==> src/rtl/shift_seq_pkg.sv <==
// Shared types and helpers for the shift sequencer: FSM state encoding and
// the bit-count clamp used when a job is accepted.
package shift_seq_pkg;

    typedef enum logic [1:0] {
        IDLE,
        SHIFT,
        DONE
    } state_t;

    // A count of zero, or one larger than the register, means "the whole word".
    function automatic int unsigned clamp_count(input int unsigned cnt, input int unsigned width);
        if (cnt == 0 || cnt > width) begin
            return width;
        end
        return cnt;
    endfunction

endpackage

==> src/rtl/shift_seq_reg.sv <==
// Parallel-load bidirectional shift register owned by the shift sequencer.
// Load has priority over shift; the asynchronous clear returns it to zero.
module shift_seq_reg #(
    parameter int WIDTH = 8
) (
    input  logic             clock,
    input  logic             reset_n,
    input  logic             load,
    input  logic             shift,
    input  logic             left,
    input  logic [WIDTH-1:0] din,
    input  logic             ser_in,
    output logic [WIDTH-1:0] q
);

    always_ff @(posedge clock or negedge reset_n) begin
        if (!reset_n) begin
            q <= '0;
        end else if (load) begin
            q <= din;
        end else if (shift) begin
            if (left) begin
                q <= {q[WIDTH-2:0], ser_in};
            end else begin
                q <= {ser_in, q[WIDTH-1:1]};
            end
        end
    end

endmodule

==> src/rtl/shift_sequencer.sv <==
// Shift sequencer: accepts a word and bit count, shifts the bits out serially
// while capturing ser_in, then hands back the result. Optional stall input is
// enabled by defining SHIFT_SEQ_STALL_EN.
module shift_sequencer
    import shift_seq_pkg::*;
#(
    parameter int WIDTH = 8,
    parameter int CNT_W = $clog2(WIDTH + 1)
) (
    input  logic             clock,
    input  logic             reset_n,
    input  logic             start_valid,
    output logic             start_ready,
    input  logic [WIDTH-1:0] din,
    input  logic             left,
    input  logic [CNT_W-1:0] count,
    input  logic             ser_in,
    output logic             ser_out,
    output logic             ser_en,
    output logic             done_valid,
    input  logic             done_ready,
    output logic [WIDTH-1:0] dout,
    output logic             busy
`ifdef SHIFT_SEQ_STALL_EN
    ,
    input  logic             stall
`endif
);

    state_t           state;
    state_t           next_state;
    logic [CNT_W-1:0] bit_cnt;
    logic             dir;
    logic [WIDTH-1:0] q;
    logic             accept;
    logic             advance;

    assign accept = (state == IDLE) && start_valid;

`ifdef SHIFT_SEQ_STALL_EN
    assign advance = (state == SHIFT) && !stall;
`else
    assign advance = (state == SHIFT);
`endif

    shift_seq_reg #(
        .WIDTH(WIDTH)
    ) u_reg (
        .clock  (clock),
        .reset_n(reset_n),
        .load   (accept),
        .shift  (advance),
        .left   (dir),
        .din    (din),
        .ser_in (ser_in),
        .q      (q)
    );

    always_ff @(posedge clock or negedge reset_n) begin
        if (!reset_n) begin
            state <= IDLE;
        end else begin
            state <= next_state;
        end
    end

    // Direction and remaining-bit counter are latched only on the accept edge.
    always_ff @(posedge clock or negedge reset_n) begin
        if (!reset_n) begin
            bit_cnt <= '0;
            dir     <= 1'b0;
        end else if (accept) begin
            bit_cnt <= CNT_W'(clamp_count(32'(count), WIDTH));
            dir     <= left;
        end else if (advance) begin
            bit_cnt <= bit_cnt - CNT_W'(1);
        end
    end

    always_comb begin
        next_state = state;
        case (state)
            IDLE:    if (start_valid) next_state = SHIFT;
            SHIFT:   if (advance && bit_cnt == CNT_W'(1)) next_state = DONE;
            DONE:    if (done_ready) next_state = IDLE;
            default: next_state = IDLE;
        endcase
    end

    always_comb begin
        start_ready = 1'b0;
        ser_en      = 1'b0;
        ser_out     = 1'b0;
        done_valid  = 1'b0;
        busy        = 1'b0;
        case (state)
            IDLE: start_ready = 1'b1;
            SHIFT: begin
                ser_en  = advance;
                ser_out = dir ? q[WIDTH-1] : q[0];
                busy    = 1'b1;
            end
            DONE: begin
                done_valid = 1'b1;
                busy       = 1'b1;
            end
            default: start_ready = 1'b0;
        endcase
    end

    assign dout = q;

endmodule

==> config.mk <==
export PLATFORM = sky130hd
export DESIGN_NAME = shift_sequencer
export DESIGN_NICKNAME = d
export VERILOG_FILES = /design/src/rtl/shift_seq_pkg.sv /design/src/rtl/shift_seq_reg.sv /design/src/rtl/shift_sequencer.sv
export SDC_FILE = /design/constraint.sdc
export NUM_CORES = 1
export LEC_CHECK = 0
export CAP_MARGIN = 10
export CORE_UTILIZATION = 40
export CTS_CLUSTER_SIZE = 10
export DETAILED_ROUTE_END_ITERATION = 16
export PLACE_DENSITY = 0.72
export SLEW_MARGIN = 15
export SYNTH_ARGS = -nofsm -noshare
export SYNTH_HDL_FRONTEND = slang
export SYNTH_SLANG_ARGS = --single-unit
==> constraint.sdc <==
create_clock -name clock -period 5 [get_ports clock]
set_clock_uncertainty 0.05 [all_clocks]
set_input_delay 0.75 -clock clock [delete_from_list [all_inputs] [get_ports clock]]
set_output_delay 0.75 -clock clock [all_outputs]
set_load 0.05 [all_outputs]
[Word level (Yosys, flattened, before mapping)]
Index checks and enable logic that the tools add are counted.
Word-level totals
  register bits after elaboration: 15
  output and inout bits: 13
  logic and storage cells: 39
Cells by class
  add/sub/neg operators: 1
  magnitude comparators: 1
  equal/unequal tests: 6
  multiplexer cells: 19
  reductions and logical operators: 8
Operator list (number)
  $mux W8: 3
  $mux W4: 4
  $mux W1: 8
  $mux W2: 3
  $pmux W2 S3: 1
  $eq A4 B1 Y1 const B: 1
  $gt A4 B4 Y1 const B: 1
  $logic_not A4 Y1: 1
  $ne A2 B2 Y1 const B: 2
  $sub A4 B1 Y4 const B: 1
  $reduce_and A3 Y1: 1
  $eq A2 B1 Y1 const B: 1
  $eq A2 B2 Y1 const B: 1
  $logic_and A1 B1 Y1: 2
  $logic_not A2 Y1: 1
  $ne A2 B1 Y1 const B: 1
  $reduce_bool A2 Y1: 1
  $reduce_or A2 Y1: 1
  $logic_or A1 B1 Y1: 1

[Depth between registers and ports, before layout]
  word-level depth: 6
  mapped depth: 7
  mapped depth without buffers: 5

[By module]
A second synthesis with hierarchy kept.
Unflattened totals
  cells, all modules: 90
  area, all modules: 947.2 um^2
By module, submodules not included
  shift_seq_reg: times used 1, cells an instance 44, area an instance 478.0 um^2, seq. area each 200.2 um^2
  shift_sequencer: times used 1, cells an instance 46, area an instance 469.2 um^2, seq. area each 175.2 um^2

[Worst setup path after synthesis]
Ideal clock, no wire load.
  kind: flip-flop to output port
  from: reg state[1]
  to: out ser_out
  data arrival time: 2.112 ns
  required time: 4.200 ns
  setup slack: 2.088 ns
  stages on the path, launching flop included: 5
  path buffers: 1
  path through: dfrtp_1 > inv_1 > ha_1 > clkbuf_1 > nor2b_1
On the way
  word-level cells in the longest chain between the ends: 2
Ends and longest elaborated chain
  start, declared: RTL line shift_sequencer.sv:30  | state_t state;
  start signal, assigned: RTL line shift_sequencer.sv:63  | state <= next_state;
  $eq A2 B1 Y1: RTL line shift_sequencer.sv:96  | case (state)
  $mux W1: RTL line shift_sequencer.sv:96
  end, declared: RTL line shift_sequencer.sv:18  | output logic ser_out,
No other way between the ends.

[Worst setup path after layout]
Same ends and word-level chain as after synthesis.

==> results.md <==
* Run status: complete, no violations
* Number of nets in the layout at roughly 150
* Starting Density at a little over two fifths
* Cell row count at 17
* Portion of netlist area occupied by mux cells at ~12%
* Crit end category: output port
* Number of DRC markers in iteration 0 at 4
* Slowest cell on crit path: clkdlybuf4s50_1
* Ports at 31
* Overall via count from detail_route at 755
* XOR/XNOR Fraction of Synth Area at 2.85%
* Number of clock buffers inserted by TritonCTS at 3
* Ratio of cells with drive above 1 in the final layout at under 10%
* DR vias/cell at 5.10
* Ys async rst share at 100%
* Relative slew slack at about 46%
* Die extent in y at approximately 50 um
* Required time reported for the critical path endpoint at ~4.2 ns
* First-pass GRT wire length at 3440 um
* Setup repair after global routing missed its margin: no
* Routed WL per cell at ~13 um
* Min Tclk post-route at roughly 3.3 ns
* Most frequent cell after synthesis: dfrtp_1
* Post-CTS setup buffers at 0
* Endpoints failing setup at 0
* Flip-flop and latch count after synthesis at 15
* CP Class: reg -> out
* Top area cells in the synthesized netlist: dfrtp_1 41%, mux2i_1 9.8%, ha_1 8.1%
* CTS sink cnt at 15
* Highest Clock Rate at 300 MHz
* Synthesized-area fraction occupied by and/or/nand/nor cells at around 14%
* Area leader, netlist: dfrtp_1
* Mean instance size in the synthesized netlist at between 10 and 15 um^2
* Area of the mapped netlist at between 900 and 1000 um^2
* Most used standard cells in the synthesized netlist: 15 x dfrtp_1, 9 x mux2i_1, 8 x a211oi_1, 8 x a21o_1, 8 x nor2_1
* Growth of design area from synthesis to finish at 36.4%
* Final count of pins violating max slew at 0
* Overall die width at 50.0 um
* Wirelength, routed at 1850 um
* Hold/Removal Path Class: reg -> reg
* Pre-antenna DRT Iters at 4
* Post-synthesis share of cell area spent on full adders, half adders and majority gates at just over 8%
* Bufs on Longest Clock Path at 2
* Clock network latency to the later pin of the worst-skew pair at roughly 0.28 ns
* Portion of synthesized cell area occupied by the leading cell type at about two fifths
* Ordered list of cells on the worst path: inv_1, ha_1, nor2b_1, clkdlybuf4s50_1
* Critical path's largest stage delay at between 0.8 and 0.9 ns
* Vias in the first global route at ~770
* Share of the core filled with cells at approximately 57%
* CTS HTree Levels at 1
* Synthesis Warnings at 0
* Final global-route overflow total at 0
* Initial antenna violation count at 0
* TritonCTS clock tree: built
* Synthesized Nets at ~120
* Number of remaining DRC errors at 0
* Clock input transition at the sequential cells of the worst setup and hold paths at around 0.090 ns
* Post-synthesis sequential area ratio at between 40 and 50%
* Number of enable flip-flop cells after synthesis at 0
* Hold violation count in the final report at 0
* Launching element type of the critical path: register
* Clock tree root buffer cell: clkbuf_4
* Max cap viols at 0
* Core footprint at 2190 um^2
* Max Fanout on Critical Path at 24
* Final setup TNS at 0 ns
* All-layer global routing usage at around 18%
* Combinational family with the most area after synthesis: compound AO/OA/AOI/OAI gates
* Last weighted congestion value of the routability-driven placer at 0.784
* Most used flip-flop cell after synthesis: dfrtp_1
* Synth Area in Compound Gates at ~18%
* Count of buffers from port buffering at 30
* Estimated wirelength of the detail-placed design at about 1400 um
* Cts hold-fix bufs at 0
* Maximum number of pins on one net before global-route repair at 25
* Arr. time, crit path at roughly 2.5 ns
* Final worst path period share at 66.6%
* Antenna Nets Post-Route at 0
* Die outline area at around 2500 um^2
* Slew at the pin with the worst max-slew slack at ~0.81 ns
* Gate Count Post-Synth at 92
* Number of gates resized after CTS at 0
* Antenna Diode Count at 0
* Number of distinct standard cells referenced by the synthesized netlist at 24
-- state kept, by name (all words and copies together), names as in the netlist --
name	cells
bit_cnt	4
dir	1
state	2
u_reg.q	8
-- worst paths after layout --
kind / slack, ns / endpoint / depth (start not counted) / startpoint
max: 1.67 / ser_out / 4 / state[1]
min reg2reg: 0.51 / state[0] / 1 / state[0]
max reg2reg: 3.00 / bit_cnt[3] / 5 / state[1]
min: 0.51 / state[0] / 1 / state[0]
max in group asynchronous: 3.66 / u_reg.q[0] / 1 / reset_n
min in group asynchronous: 0.82 / u_reg.q[5] / 1 / reset_n
-- metrics by stage --
stage | hold slack, ns | std cells | area (um^2) | setup WS [ns]
after floorplan | 0.404 | 92 | 922 | 2.09
after global placement | 0.449 | 144 | 1230 | 2.06
after detailed placement | 0.493 | 144 | 1230 | 1.99
after CTS | 0.514 | 148 | 1260 | 1.66
after global routing | 0.525 | 148 | 1260 | 1.47
final | 0.505 | 148 | 1260 | 1.67
-- critical path, delay by kind of cell (launching register included) --
family	cells	cell delay (ns)
fa+ha+maj	1	0.70
buf+inv	2	0.92
simple gates	1	0.22
flops	1	0.41
-- per-layer routing --
layer / part of all wire, % / up-vias / track usage (%)
met2: 51 / 19 / 31.1
met1: 44 / 347 / 22.2
met5: 0 / - / 0
met3: 4.5 / 2 / 4.01
li1: - / 387 / -
met4: 0.65 / 0 / 4.29
-- layout make-up --
type / instances / area (um^2)
sequential: 15 / 375
timing repair buffer: 30 / 300
multi-input combinational: 67 / 505
inverter: 4 / 15.0
tap: 28 / 35.0
fill: 212 / 933
clock buffer: 4 / 26.3
-- layout by cell type, fill, tap and decap left out --
cell             synthesis  final
inv_1                    4      4
nor4b_1                  1      1
xor2_1                   1      1
a21oi_1                  1      1
ha_1                     6      6
clkbuf_1                 3      1
clkdlybuf4s50_1          0     30
mux2_2                   1      1
xnor2_1                  2      2
nand3b_1                 3      3
nor2_1                   8      8
and2_1                   1      1
clkbuf_4                 0      3
a21o_1                   8      8
or3b_1                   1      1
dfrtp_1                 15     15
o21ai_0                  3      3
o32a_1                   1      1
mux2i_1                  9      9
nor2b_1                  3      3
a211oi_2                 1      1
nor3_1                   3      3
nand2_1                  5      5
a211oi_1                 8      8
mux2_1                   1      1
-- logic make-up after synthesis --
group / after synthesis
AND/OR/NAND/NOR: 25
AO/OA/AOI/OAI: 22
flip-flops: 15
multiplexers: 11
buffers and inverters: 10
adder cells (fa/ha/maj): 6
XOR/XNOR: 3
Power is not shown: default switching activity piles up to over one toggle a cycle in this logic, so the estimate is an artifact.
